## config.mk

```make
export PLATFORM = sky130hd
export DESIGN_NAME = addr_serial_ft
export DESIGN_NICKNAME = d
export VERILOG_FILES = /design/src/rtl/addr_serial_pkg.sv /design/src/rtl/addr_digit_slice.sv /design/src/rtl/addr_serial_ft.sv
export SDC_FILE = /design/constraint.sdc
export NUM_CORES = 1
export LEC_CHECK = 0
export ABC_AREA = 1
export CORE_ASPECT_RATIO = 0.8
export CORE_UTILIZATION = 30
export CTS_CLUSTER_DIAMETER = 150
export CTS_CLUSTER_SIZE = 30
export DETAILED_ROUTE_END_ITERATION = 7
export GPL_TIMING_DRIVEN = 1
export HOLD_SLACK_MARGIN = 0.15
export PLACE_DENSITY_LB_ADDON = 0.25
export SLEW_MARGIN = 10
export SYNTH_ARGS = -nofsm -noshare
export SYNTH_HDL_FRONTEND = slang
export SYNTH_SLANG_ARGS = --single-unit
```

## constraint.sdc

```tcl
create_clock -name clk -period 2.65 [get_ports clk]
set_clock_uncertainty 0.2 [all_clocks]
set_input_delay 0.6625 -clock clk [delete_from_list [all_inputs] [get_ports clk]]
set_output_delay 0.6625 -clock clk [all_outputs]
set_load 0.02 [all_outputs]
```

## src/rtl/addr_serial_pkg.sv

```systemverilog
// Shared definitions for the digit-serial adder.
//   state_t   : controller state encoding (IDLE, RUN, DONE)
//   mod3      : residue modulo 3 of a value of up to 64 bits
//   mod3_add  : (x + y) mod 3 for two residues
package addr_serial_pkg;

    typedef enum logic [1:0] {
        IDLE = 2'd0,
        RUN  = 2'd1,
        DONE = 2'd2
    } state_t;

    localparam int unsigned RES_MAX_W = 64;

    // MSB-first Horner evaluation: r = (2*r + bit) mod 3.
    function automatic logic [1:0] mod3(input logic [RES_MAX_W-1:0] v);
        logic [1:0] r;
        r = '0;
        for (int unsigned i = RES_MAX_W; i > 0; i--) begin
            r = 2'({r, v[i-1]} % 3'd3);
        end
        return r;
    endfunction

    function automatic logic [1:0] mod3_add(input logic [1:0] x, input logic [1:0] y);
        return 2'(({1'b0, x} + {1'b0, y}) % 3'd3);
    endfunction

endpackage

```

## src/rtl/addr_digit_slice.sv

```systemverilog
// Combinational DIGIT-bit adder slice.
//   a, b : DIGIT-bit operand digits
//   cin  : carry in
//   s    : DIGIT-bit digit sum
//   cout : carry out
module addr_digit_slice #(
    parameter int DIGIT = 2
) (
    input  logic [DIGIT-1:0] a,
    input  logic [DIGIT-1:0] b,
    input  logic             cin,
    output logic [DIGIT-1:0] s,
    output logic             cout
);

    always_comb begin
        {cout, s} = {1'b0, a} + {1'b0, b} + {{DIGIT{1'b0}}, cin};
    end

endmodule

```

## src/rtl/addr_serial_ft.sv

```systemverilog
// Digit-serial unsigned adder with optional mod-3 residue check.
// Adds DIGIT bits per clock; a result appears WIDTH/DIGIT cycles after accept.
// Optional feature macro: ADDR_RESIDUE_CHECK_EN (residue check driving err).
//   clk, rst            : clock, synchronous active-high reset
//   in_valid/in_ready   : operand handshake (a, b)
//   out_valid/out_ready : result handshake (sum, err)
//   sum                 : WIDTH+1 bit sum, MSB is carry-out
//   err                 : residue mismatch for the held result
module addr_serial_ft #(
    parameter int WIDTH = 8,
    parameter int DIGIT = 2
) (
    input  logic             clk,
    input  logic             rst,
    input  logic             in_valid,
    output logic             in_ready,
    input  logic [WIDTH-1:0] a,
    input  logic [WIDTH-1:0] b,
    output logic             out_valid,
    input  logic             out_ready,
    output logic [WIDTH:0]   sum,
    output logic             err
);
    import addr_serial_pkg::*;

    localparam int NDIG = (DIGIT >= 1) ? WIDTH / DIGIT : 1;
    localparam int CW   = $clog2(NDIG + 1);

    if (DIGIT < 1 || DIGIT > WIDTH) begin : g_bad_digit
        $error("addr_serial_ft: DIGIT must be within 1..WIDTH");
    end else if (WIDTH % DIGIT != 0) begin : g_bad_div
        $error("addr_serial_ft: WIDTH must be a multiple of DIGIT");
    end

    state_t           state_q, state_d;
    logic [WIDTH-1:0] a_q, a_d, b_q, b_d;
    logic [WIDTH:0]   sum_q, sum_d;
    logic             carry_q, carry_d;
    logic [CW-1:0]    cnt_q, cnt_d;
    logic [DIGIT-1:0] dig_s;
    logic             dig_cout;
    logic [WIDTH-1:0] sum_shift;

    addr_digit_slice #(.DIGIT(DIGIT)) u_slice (
        .a    (a_q[DIGIT-1:0]),
        .b    (b_q[DIGIT-1:0]),
        .cin  (carry_q),
        .s    (dig_s),
        .cout (dig_cout)
    );

    // New digit enters at the top; with a single digit it is the whole word.
    if (DIGIT == WIDTH) begin : g_one_digit
        assign sum_shift = dig_s;
    end else begin : g_multi_digit
        assign sum_shift = {dig_s, sum_q[WIDTH-1:DIGIT]};
    end

`ifdef ADDR_RESIDUE_CHECK_EN
    if (WIDTH + 1 > RES_MAX_W) begin : g_bad_res_width
        $error("addr_serial_ft: residue check supports WIDTH up to 63");
    end

    logic       err_q, err_d;
    logic [1:0] res_q, res_d;
`endif

    always_comb begin
        state_d = state_q;
        a_d     = a_q;
        b_d     = b_q;
        sum_d   = sum_q;
        carry_d = carry_q;
        cnt_d   = cnt_q;
`ifdef ADDR_RESIDUE_CHECK_EN
        err_d   = err_q;
        res_d   = res_q;
`endif
        case (state_q)
            IDLE: begin
                if (in_valid) begin
                    a_d     = a;
                    b_d     = b;
                    carry_d = 1'b0;
                    cnt_d   = '0;
                    state_d = RUN;
`ifdef ADDR_RESIDUE_CHECK_EN
                    err_d   = 1'b0;
                    res_d   = mod3_add(mod3(RES_MAX_W'(a)), mod3(RES_MAX_W'(b)));
`endif
                end
            end
            RUN: begin
                sum_d   = {dig_cout, sum_shift};
                carry_d = dig_cout;
                a_d     = a_q >> DIGIT;
                b_d     = b_q >> DIGIT;
                cnt_d   = cnt_q + 1'b1;
                if (cnt_q == CW'(NDIG - 1)) begin
                    state_d = DONE;
`ifdef ADDR_RESIDUE_CHECK_EN
                    err_d   = (mod3(RES_MAX_W'(sum_d)) != res_q);
`endif
                end
            end
            DONE: begin
                if (out_ready) begin
                    state_d = IDLE;
                end
            end
            default: state_d = IDLE;
        endcase
    end

    always_ff @(posedge clk) begin
        if (rst) begin
            state_q <= IDLE;
            a_q     <= '0;
            b_q     <= '0;
            sum_q   <= '0;
            carry_q <= 1'b0;
            cnt_q   <= '0;
`ifdef ADDR_RESIDUE_CHECK_EN
            err_q   <= 1'b0;
            res_q   <= '0;
`endif
        end else begin
            state_q <= state_d;
            a_q     <= a_d;
            b_q     <= b_d;
            sum_q   <= sum_d;
            carry_q <= carry_d;
            cnt_q   <= cnt_d;
`ifdef ADDR_RESIDUE_CHECK_EN
            err_q   <= err_d;
            res_q   <= res_d;
`endif
        end
    end

    assign in_ready  = (state_q == IDLE);
    assign out_valid = (state_q == DONE);
    assign sum       = sum_q;
`ifdef ADDR_RESIDUE_CHECK_EN
    assign err       = err_q;
`else
    assign err       = 1'b0;
`endif

endmodule

```

==> results by group, run 1 <==
Final layout
  – NumNets Final: 273
  – Filler cells: 529
  – Finished Cell Area: 1890 µm²
  – Syn-to-layout area delta: 25.8%
  – Diode count: 0
  – Share of layout cells above drive strength 1: 6.45%

Critical path
  – Worst-path cell chain: inv_2, nor2_1, clkdlybuf4s50_1
  – CP Data Required Time: 1.79 ns
  – Buf+Inv Stages, Crit Path: 2
  – Crit-path max cell delay: 0.62 ns
  – Max FO, Critical Path: 3
  – Critical path class: reg2out
  – CP max stage cell: clkdlybuf4s50_1
  – Crit path launch type: flip-flop
  – CP arrival: 1.56 ns
  – CP Capture Type: primary output
  – Reg2reg setup slack: 0.91 ns
  – CP top delay family: buffers and inverters

CTS
  – Num CTS Buffers: 5
  – CTS tree: yes
  – CTS Sinks: 31
  – Bufs on Longest Clock Path: 2
  – Total setup buffers inserted after CTS: 0
  – Worst-skew pair later-pin latency: 0.28 ns
  – H-Tree Depth: 2
  – Clock Pin Slew Worst Setup and Hold Paths: 0.06 ns
  – Post-CTS Resized: 0
  – Root Buffer: clkbuf_8
  – Hold_buf cts: 0

Outcome
  – Status: finished, final reports clean

Yosys
  – Post-synthesis xor/xnor area fraction: 0%
  – Adder-Cell Fraction of Synth Area: 4.34%
  – Synthesized cell area: 1500 µm²
  – Synth area leader: dfxtp_1
  – Synth top area share: 41.4%
  – Synthesized area per cell: 6.81 µm²
  – Yosys warnings: 0
  – Syn Nets: 244
  – Post-synthesis register bit count: 31
  – Post-synthesis compound-gate area fraction: 11.0%
  – Largest family of logic cells by synthesized area: simple AND/OR/NAND/NOR gates
  – Number of synthesized flops with an enable pin: 0
  – Post-synthesis mux area share: 0%
  – Post-Syn Instances: 220
  – Main synth FF type: dfxtp_1
  – FFs w/ async S/R, synth: 0%
  – Commonest cells in the netlist: nand2_1, inv_1, dfxtp_1, nor2_1, a21oi_1
  – Synth unique cells: 21
  – Most frequent cell after synthesis: nand2_1
  – Synth top area cells: dfxtp_1, nand2_1, inv_1
  – Sequential area share after synthesis: 41.4%
  – Simple-gate share of the synthesized area: 27.6%

Timing
  – Worst hold slack: 0.266 ns
  – Setup violators final: 0
  – Max frequency: 413 MHz
  – Slew Viols, Final: 0
  – Setup TNS: 0 ns
  – RSZ-0062 raised after global routing: false
  – Fin crit share: 91.4%
  – Final Hold Viols: 0
  – Min cycle time layout: 2.42 ns

Route
  – Via count: 1,307
  – Residual DRC count: 0
  – Vias per cell: 4.24
  – Met3 wire len: 187 µm
  – Top Metal Used: met4
  – First-pass DRT Iterations: 4
  – Routed length on met1: 1490 µm
  – Routed met2 length: 1110 µm
  – Initial drt markers: 47
  – Wire length per cell: 9.26 µm
  – DRT Wirelength: 2850 µm
  – Final ANT Viol Nets: 0

Power
  – Lkg Pwr: 0.000854 µW
  – VDD IR max: 0.000214 V
  – Pwr dens: 569 nW/µm²
  – PnR Total Power: 1070 µW

GRT
  – Largest net degree at the start of global routing: 33
  – First-pass GRT wire length: 4970 µm
  – Initial antenna violation count: 0
  – Gr usage total: 12.6%
  – Vias in the first global route: 1,138
  – Total grt overflow: 0

Floorplan
  – Core Box Area: 4680 µm²
  – Die X-Extent: 81.0 µm
  – Top Ports: 32
  – Rows: 22
  – Starting density of the core: 32.0%
  – Chip height: 65.2 µm
  – Die Area: 5280 µm²

Place
  – Dpl hpwl: 1950 µm
  – Placed Area: 1810 µm²
  – Input/output buffers: 30
  – GP Congestion: 0.724

Min path
  – Hold crit path type: reg2reg

Flow run
  – Max-cap viol count: 0
[sequential cells by signal, indices dropped and copies added, names as in the netlist]
register	count
cnt_q	3
a_q	8
carry_q	1
sum	9
state_q	2
b_q	8
[worst min-delay path: cells and delay by family (launching register included)]
| family | cells | cell delay (ns) |
|---|---|---|
| flops | 1 | 0.31 |
| compound gates | 1 | 0.05 |
| simple gates | 1 | 0.06 |
[layer usage]
metal,GRT usage [%],vias to the layer above
met1,15.8,561
met3,4.31,7
met2,18.8,36
met4,6.70,0
met5,0,-
li1,-,703
[kinds of logic (layout without fill, tap and decap cells)]
group | Yosys count | in the layout
AOI/OAI and AO/OA | 30 | 30
adders and majority gates | 4 | 4
buffers and inverters | 49 | 77
DFF | 31 | 31
other | 1 | 1
and+or+nand+nor | 105 | 105
[final timing paths]
kind	from	to	depth (start not counted)
worst max-delay path	state_q[1]	out_valid	3
worst min-delay path	b_q[6]	b_q[6]	2
worst max register to register	a_q[0]	sum[7]	6
worst min register to register	b_q[6]	b_q[6]	2
[cells in the final DEF, fill, tap and decap left out, drive strengths merged]
cell type      count
conb               1
nand2             67
buf                4
o21ai              8
inv               37
fa                 2
clkdlybuf4s50     30
a21oi             22
or2                1
clkbuf             6
nand3              4
ha                 2
nor2              33
dfxtp             31
[stage by stage]
| stage | setup WS (ns) | utilization [%] | std cells |
|---|---|---|---|
| floorplan | 0.966 | - | 220 |
| global placement | 0.477 | 38.7 | 302 |
| detailed placement | 0.437 | 38.7 | 302 |
| CTS | 0.200 | 40.3 | 308 |
| global route | 0.134 | 40.3 | 308 |
| finish | 0.227 | 40.3 | 308 |
[cell type report]
cell class                 instances  area, µm²  area share, %
clock buffer                       6       72.6           3.85
inverter                          37        139           7.37
multi-input combinational        140        648           34.4
sequential                        31        621           32.9
tap                               60       75.1           3.98
timing repair buffer              34        330           17.5
[report_power, final]
group	total (µW)	switching [µW]	internal, µW	leakage (µW)
registers	519	15.7	504	0.000256
logic	220	122	98.4	0.000561
clock network	334	159	175	0.0000371
total	1070	297	777	0.000854
Note: power is estimated with default switching activity, not from simulation.
==> run 2: changes to the inputs <==
--- a/config.mk
+++ b/config.mk
@@ -6,7 +6,9 @@
 export NUM_CORES = 1
 export LEC_CHECK = 0
 export ABC_AREA = 1
+export CAP_MARGIN = 20
 export CORE_ASPECT_RATIO = 0.8
+export CORE_MARGIN = 2
 export CORE_UTILIZATION = 30
 export CTS_CLUSTER_DIAMETER = 150
 export CTS_CLUSTER_SIZE = 30
==> run 2 against run 1 <==
Against the previous run: wire length increased by 1.6%; worst hold slack got worse by 0.0046 ns; maximum frequency decreased by 0.13%; largest cell class unchanged.
==> results by group, run 2 (synthesized netlist as in run 1, its figures left out) <==
Outcome
  – Status: finished, final reports clean (unchanged)

Critical path
  – CP Data Required Time: 1.79 ns (about the same)
  – Critical path class: reg2out (unchanged)
  – Crit path launch type: flip-flop (unchanged)
  – Max FO, Critical Path: 6 (was 3)
  – CP Capture Type: primary output (unchanged)
  – CP arrival: 1.56 ns (about the same)

CTS
  – H-Tree Depth: 2 (unchanged)
  – CTS tree: yes (unchanged)
  – Worst-skew pair later-pin latency: 0.28 ns (about the same)
  – Hold_buf cts: 0 (unchanged)
  – CTS Sinks: 31 (unchanged)
  – Clock Pin Slew Worst Setup and Hold Paths: 0.06 ns (about the same)
  – Num CTS Buffers: 5 (unchanged)
  – Root Buffer: clkbuf_8 (unchanged)
  – Bufs on Longest Clock Path: 2 (unchanged)
  – Post-CTS Resized: 0 (unchanged)
  – Total setup buffers inserted after CTS: 0 (unchanged)

Power
  – Pwr dens: 583 nW/µm² (was 569 nW/µm²)
  – Lkg Pwr: 0.000864 µW (was 0.000854 µW)
  – VDD IR max: 0.000266 V (was 0.000214 V)

Route
  – Residual DRC count: 0 (unchanged)
  – Final ANT Viol Nets: 0 (unchanged)
  – Vias per cell: 4.10 (was 4.24)
  – First-pass DRT Iterations: 4 (unchanged)
  – Wire length per cell: 9.37 µm (was 9.26 µm)
  – Via count: 1,267 (was 1,307)
  – DRT Wirelength: 2900 µm (was 2850 µm)
  – Initial drt markers: 55 (was 47)

Floorplan
  – Rows: 22 (unchanged)
  – Starting density of the core: 31.8% (was 32.0%)
  – Core Box Area: 4710 µm² (was 4680 µm²)
  – Chip height: 67.2 µm (was 65.2 µm)
  – Top Ports: 32 (unchanged)
  – Die Area: 5580 µm² (was 5280 µm²)
  – Die X-Extent: 83.0 µm (was 81.0 µm)

Timing
  – Setup TNS: 0 ns (unchanged)
  – Setup violators final: 0 (unchanged)
  – Max frequency: 412 MHz (was 413 MHz)
  – Min cycle time layout: 2.43 ns (was 2.42 ns)
  – RSZ-0062 raised after global routing: false (unchanged)
  – Final Hold Viols: 0 (unchanged)
  – Worst hold slack: 0.261 ns (was 0.266 ns)
  – Fin crit share: 91.6% (was 91.4%)
  – Slew Viols, Final: 0 (unchanged)

Final layout
  – Share of layout cells above drive strength 1: 7.23% (was 6.45%)
  – NumNets Final: 273 (unchanged)
  – Diode count: 0 (unchanged)
  – Number of flip-flops under the largest register name: 9 (unchanged)
  – Syn-to-layout area delta: 26.8% (was 25.8%)
  – Most frequent cells in the layout: nand2_1, inv_1, nor2_1, dfxtp_1, clkdlybuf4s50_1 (unchanged)
  – Most common cell after layout, fill and taps aside: nand2_1 (unchanged)
  – Fin cells: 309 (was 308)
  – Filler cells: 530 (was 529)
  – Multi-input gate area: 648 µm² (unchanged)
  – FF/Latch Area: 621 µm² (unchanged)

GRT
  – Gr usage total: 11.2% (was 12.6%)
  – First-pass GRT wire length: 4850 µm (was 4970 µm)
  – Vias in the first global route: 1,140 (was 1,138)
  – Largest net degree at the start of global routing: 33 (unchanged)
  – Total grt overflow: 0 (unchanged)
  – Initial antenna violation count: 0 (unchanged)

Place
  – Placed Instances: 302 (unchanged)
  – Dpl hpwl: 1990 µm (was 1950 µm)
  – GP Congestion: 0.721 (was 0.724)
  – Input/output buffers: 30 (unchanged)

Flow run
  – Max-cap viol count: 0 (unchanged)

Min path
  – Hold crit path type: reg2reg (unchanged)
-- run 2: worst paths after layout --
path,from,end,slack (ns),cells past startpoint
setup / recovery,state_q[1],in_ready,0.22,2
hold / removal,carry_q,carry_q,0.26,2
setup reg to reg,a_q[0],sum[7],0.90,6
hold reg to reg,carry_q,carry_q,0.26,2
-- run 2: power breakdown --
group	total (µW)	internal [µW]	switching, µW
combinational	221	98.1	123
sequential	519	504	15.4
clock	367	203	164
-- run 2: final cells by class --
| cell class | instances | area share (%) |
|---|---|---|
| inverters | 37 | 7.31 |
| clock buffers | 6 | 4.34 |
| flip-flops and latches | 31 | 32.7 |
| well taps | 60 | 3.95 |
| multi-input cells | 140 | 34.1 |
| repair buffers | 34 | 17.4 |
| clock inverters | 1 | 0.263 |
-- run 2: per-layer routing --
metal | part of all wire (%) | GRT usage, % | wire [µm]
met2 | 40 | 17.9 | 1150
met1 | 53 | 13.3 | 1550
met5 | 0 | 0 | 0
met3 | 4.9 | 3.79 | 142
met4 | 2.0 | 6.15 | 59
-- run 2: critical path, stage by stage, from the launching register on --
cell,delay (ns)
dfxtp_1,0.36
nor2_2,0.27
clkdlybuf4s50_1,0.65
-- run 2: metrics by stage --
| step | power [µW] | utilization [%] | area [µm²] | worst slack, ns |
|---|---|---|---|---|
| final | 1110 | 40.4 | 1900 | 0.224 |
| after detailed placement | 753 | 38.5 | 1810 | 0.450 |
| after global placement | 751 | 38.5 | 1810 | 0.477 |
| after floorplan | 684 | - | 1500 | 0.966 |
| after global routing | 1170 | 40.4 | 1900 | 0.129 |
| after CTS | 1130 | 40.4 | 1900 | 0.205 |
==> run 3: changes to the inputs <==
--- a/config.mk
+++ b/config.mk
@@ -7,8 +7,7 @@
 export LEC_CHECK = 0
 export ABC_AREA = 1
 export CAP_MARGIN = 20
-export CORE_ASPECT_RATIO = 0.8
-export CORE_MARGIN = 2
+export CORE_ASPECT_RATIO = 1.2
 export CORE_UTILIZATION = 30
 export CTS_CLUSTER_DIAMETER = 150
 export CTS_CLUSTER_SIZE = 30
==> run 3 against run 2 <==
Against the previous run: final cell count is 0.32% lower; setup slack better by 0.018 ns; design area is 0.53% higher; critical path depth grew 1.
==> results by group, run 3 (synthesized netlist as in run 1, its figures left out) <==
Outcome
  – Status: finished, final reports clean (unchanged)

Floorplan
  – Die X-Extent: 66.5 µm (was 83.0 µm)
  – Core Box Area: 4700 µm² (was 4710 µm²)
  – Rows: 27 (was 22)
  – Top Ports: 32 (unchanged)
  – Starting density of the core: 31.9% (was 31.8%)
  – Die Area: 5280 µm² (was 5580 µm²)
  – Chip height: 79.4 µm (was 67.2 µm)

CTS
  – CTS tree: yes (unchanged)
  – Total setup buffers inserted after CTS: 0 (unchanged)
  – Post-CTS Resized: 0 (unchanged)
  – H-Tree Depth: 2 (unchanged)
  – Hold_buf cts: 0 (unchanged)
  – Clock Pin Slew Worst Setup and Hold Paths: 0.06 ns (about the same)
  – CTS Sinks: 31 (unchanged)
  – Bufs on Longest Clock Path: 2 (unchanged)
  – Num CTS Buffers: 5 (unchanged)
  – Root Buffer: clkbuf_8 (unchanged)
  – Worst-skew pair later-pin latency: 0.28 ns (about the same)

Place
  – Pre-CTS setup slack: 0.464 ns (was 0.450 ns)
  – Input/output buffers: 30 (unchanged)
  – GP Congestion: 0.703 (was 0.721)
  – Placed Area: 1810 µm² (about the same)
  – Dpl hpwl: 1930 µm (was 1990 µm)

GRT
  – First-pass GRT wire length: 4840 µm (was 4850 µm)
  – Initial antenna violation count: 0 (unchanged)
  – Largest net degree at the start of global routing: 33 (unchanged)
  – Vias in the first global route: 1,103 (was 1,140)
  – Gr usage total: 12.2% (was 11.2%)
  – Total grt overflow: 0 (unchanged)

Timing
  – Min cycle time layout: 2.41 ns (was 2.43 ns)
  – Fin crit share: 90.9% (was 91.6%)
  – Setup violators final: 0 (unchanged)
  – Worst setup margin: 0.241 ns (was 0.224 ns)
  – Final Hold Viols: 0 (unchanged)
  – Setup TNS: 0 ns (unchanged)
  – Max frequency: 415 MHz (was 412 MHz)
  – RSZ-0062 raised after global routing: false (unchanged)
  – Slew Viols, Final: 0 (unchanged)
  – Worst hold slack: 0.266 ns (was 0.261 ns)

Route
  – First-pass DRT Iterations: 4 (unchanged)
  – Routed met2 length: 1280 µm (was 1150 µm)
  – Via count: 1,263 (was 1,267)
  – Met3 wire len: 100 µm (was 142 µm)
  – Final ANT Viol Nets: 0 (unchanged)
  – Initial drt markers: 52 (was 55)
  – DRT Wirelength: 2800 µm (was 2900 µm)
  – Wire length per cell: 9.10 µm (was 9.37 µm)
  – Residual DRC count: 0 (unchanged)
  – Routed length on met1: 1400 µm (was 1550 µm)
  – Top Metal Used: met4 (unchanged)
  – Vias per cell: 4.10 (about the same)

Final layout
  – Most frequent cells in the layout: nand2_1, inv_1, nor2_1, dfxtp_1, clkdlybuf4s50_1 (unchanged)
  – Diode count: 0 (unchanged)
  – Most common cell after layout, fill and taps aside: nand2_1 (unchanged)
  – Syn-to-layout area delta: 27.5% (was 26.8%)
  – Number of flip-flops under the largest register name: 9 (unchanged)
  – Final core occ: 40.7% (was 40.4%)
  – Share of layout cells above drive strength 1: 7.20% (was 7.23%)
  – Finished Cell Area: 1910 µm² (was 1900 µm²)
  – NumNets Final: 273 (unchanged)

Critical path
  – Critical path class: reg2out (unchanged)
  – CP Data Required Time: 1.79 ns (about the same)
  – Reg2reg setup slack: 0.91 ns (was 0.90 ns)
  – R2R Path Start: a_q[0] (unchanged)
  – Worst r2r dst: sum[7] (unchanged)
  – Max FO, Critical Path: 3 (was 6)
  – CP arrival: 1.55 ns (was 1.56 ns)
  – Crit path launch type: flip-flop (unchanged)
  – CP Capture Type: primary output (unchanged)
  – Worst reg-to-reg path cell count: 6 (unchanged)

Power
  – VDD IR max: 0.000212 V (was 0.000266 V)
  – Lkg Pwr: 0.000869 µW (was 0.000864 µW)
  – Pwr dens: 597 nW/µm² (was 583 nW/µm²)

Min path
  – Hold path startpoint: b_q[7] (was carry_q)
  – Hold path depth: 2 (unchanged)
  – Hold Path End: b_q[7] (was carry_q)
  – Hold crit path type: reg2reg (unchanged)

Flow run
  – Max-cap viol count: 0 (unchanged)
-- run 3: final cells by class --
| cell class | count | area (µm²) |
|---|---|---|
| repair buffers | 34 | 330 |
| inverters | 37 | 139 |
| fillers | 520 | 2790 |
| flip-flops and latches | 31 | 621 |
| clock buffers | 8 | 100 |
| well taps | 58 | 72.6 |
| multi-input cells | 140 | 648 |
-- run 3: worst max-delay path: stages, from the launching register on --
cell and delay [ns]:
dfxtp_1 0.43, inv_2 0.10, nor2_1 0.13, clkdlybuf4s50_1 0.62
-- run 3: through the flow --
stage                     power (µW)  cells
final                           1140    308
after global routing            1220    308
after CTS                       1160    308
after detailed placement         751    300
after global placement           750    300
after floorplan                  684    220
-- run 3: how the worst max path moves through the flow --
stage,startpoint,to,slack (ns),cells after the start
3_5_place_dp,in_valid,a_q[1],0.46,6
6_report,state_q[1],out_valid,0.24,3
4_1_cts,state_q[1],out_valid,0.21,3
2_1_floorplan,a_q[0],sum[7],0.97,6
5_1_grt,state_q[1],out_valid,0.10,3
3_3_place_gp,in_valid,a_q[5],0.47,6
-- run 3: power breakdown --
| group | switching, µW | internal, µW | total (µW) |
|---|---|---|---|
| Sequential | 15.5 | 504 | 519 |
| Clock | 166 | 237 | 403 |
| Combinational | 121 | 98.0 | 219 |
| Total | 303 | 838 | 1140 |
-- run 3: metal layers --
metal,track usage (%),vias to the layer above
met5,0,-
met4,5.11,0
met3,4.29,2
met2,18.3,25
met1,15.8,531
li1,-,705
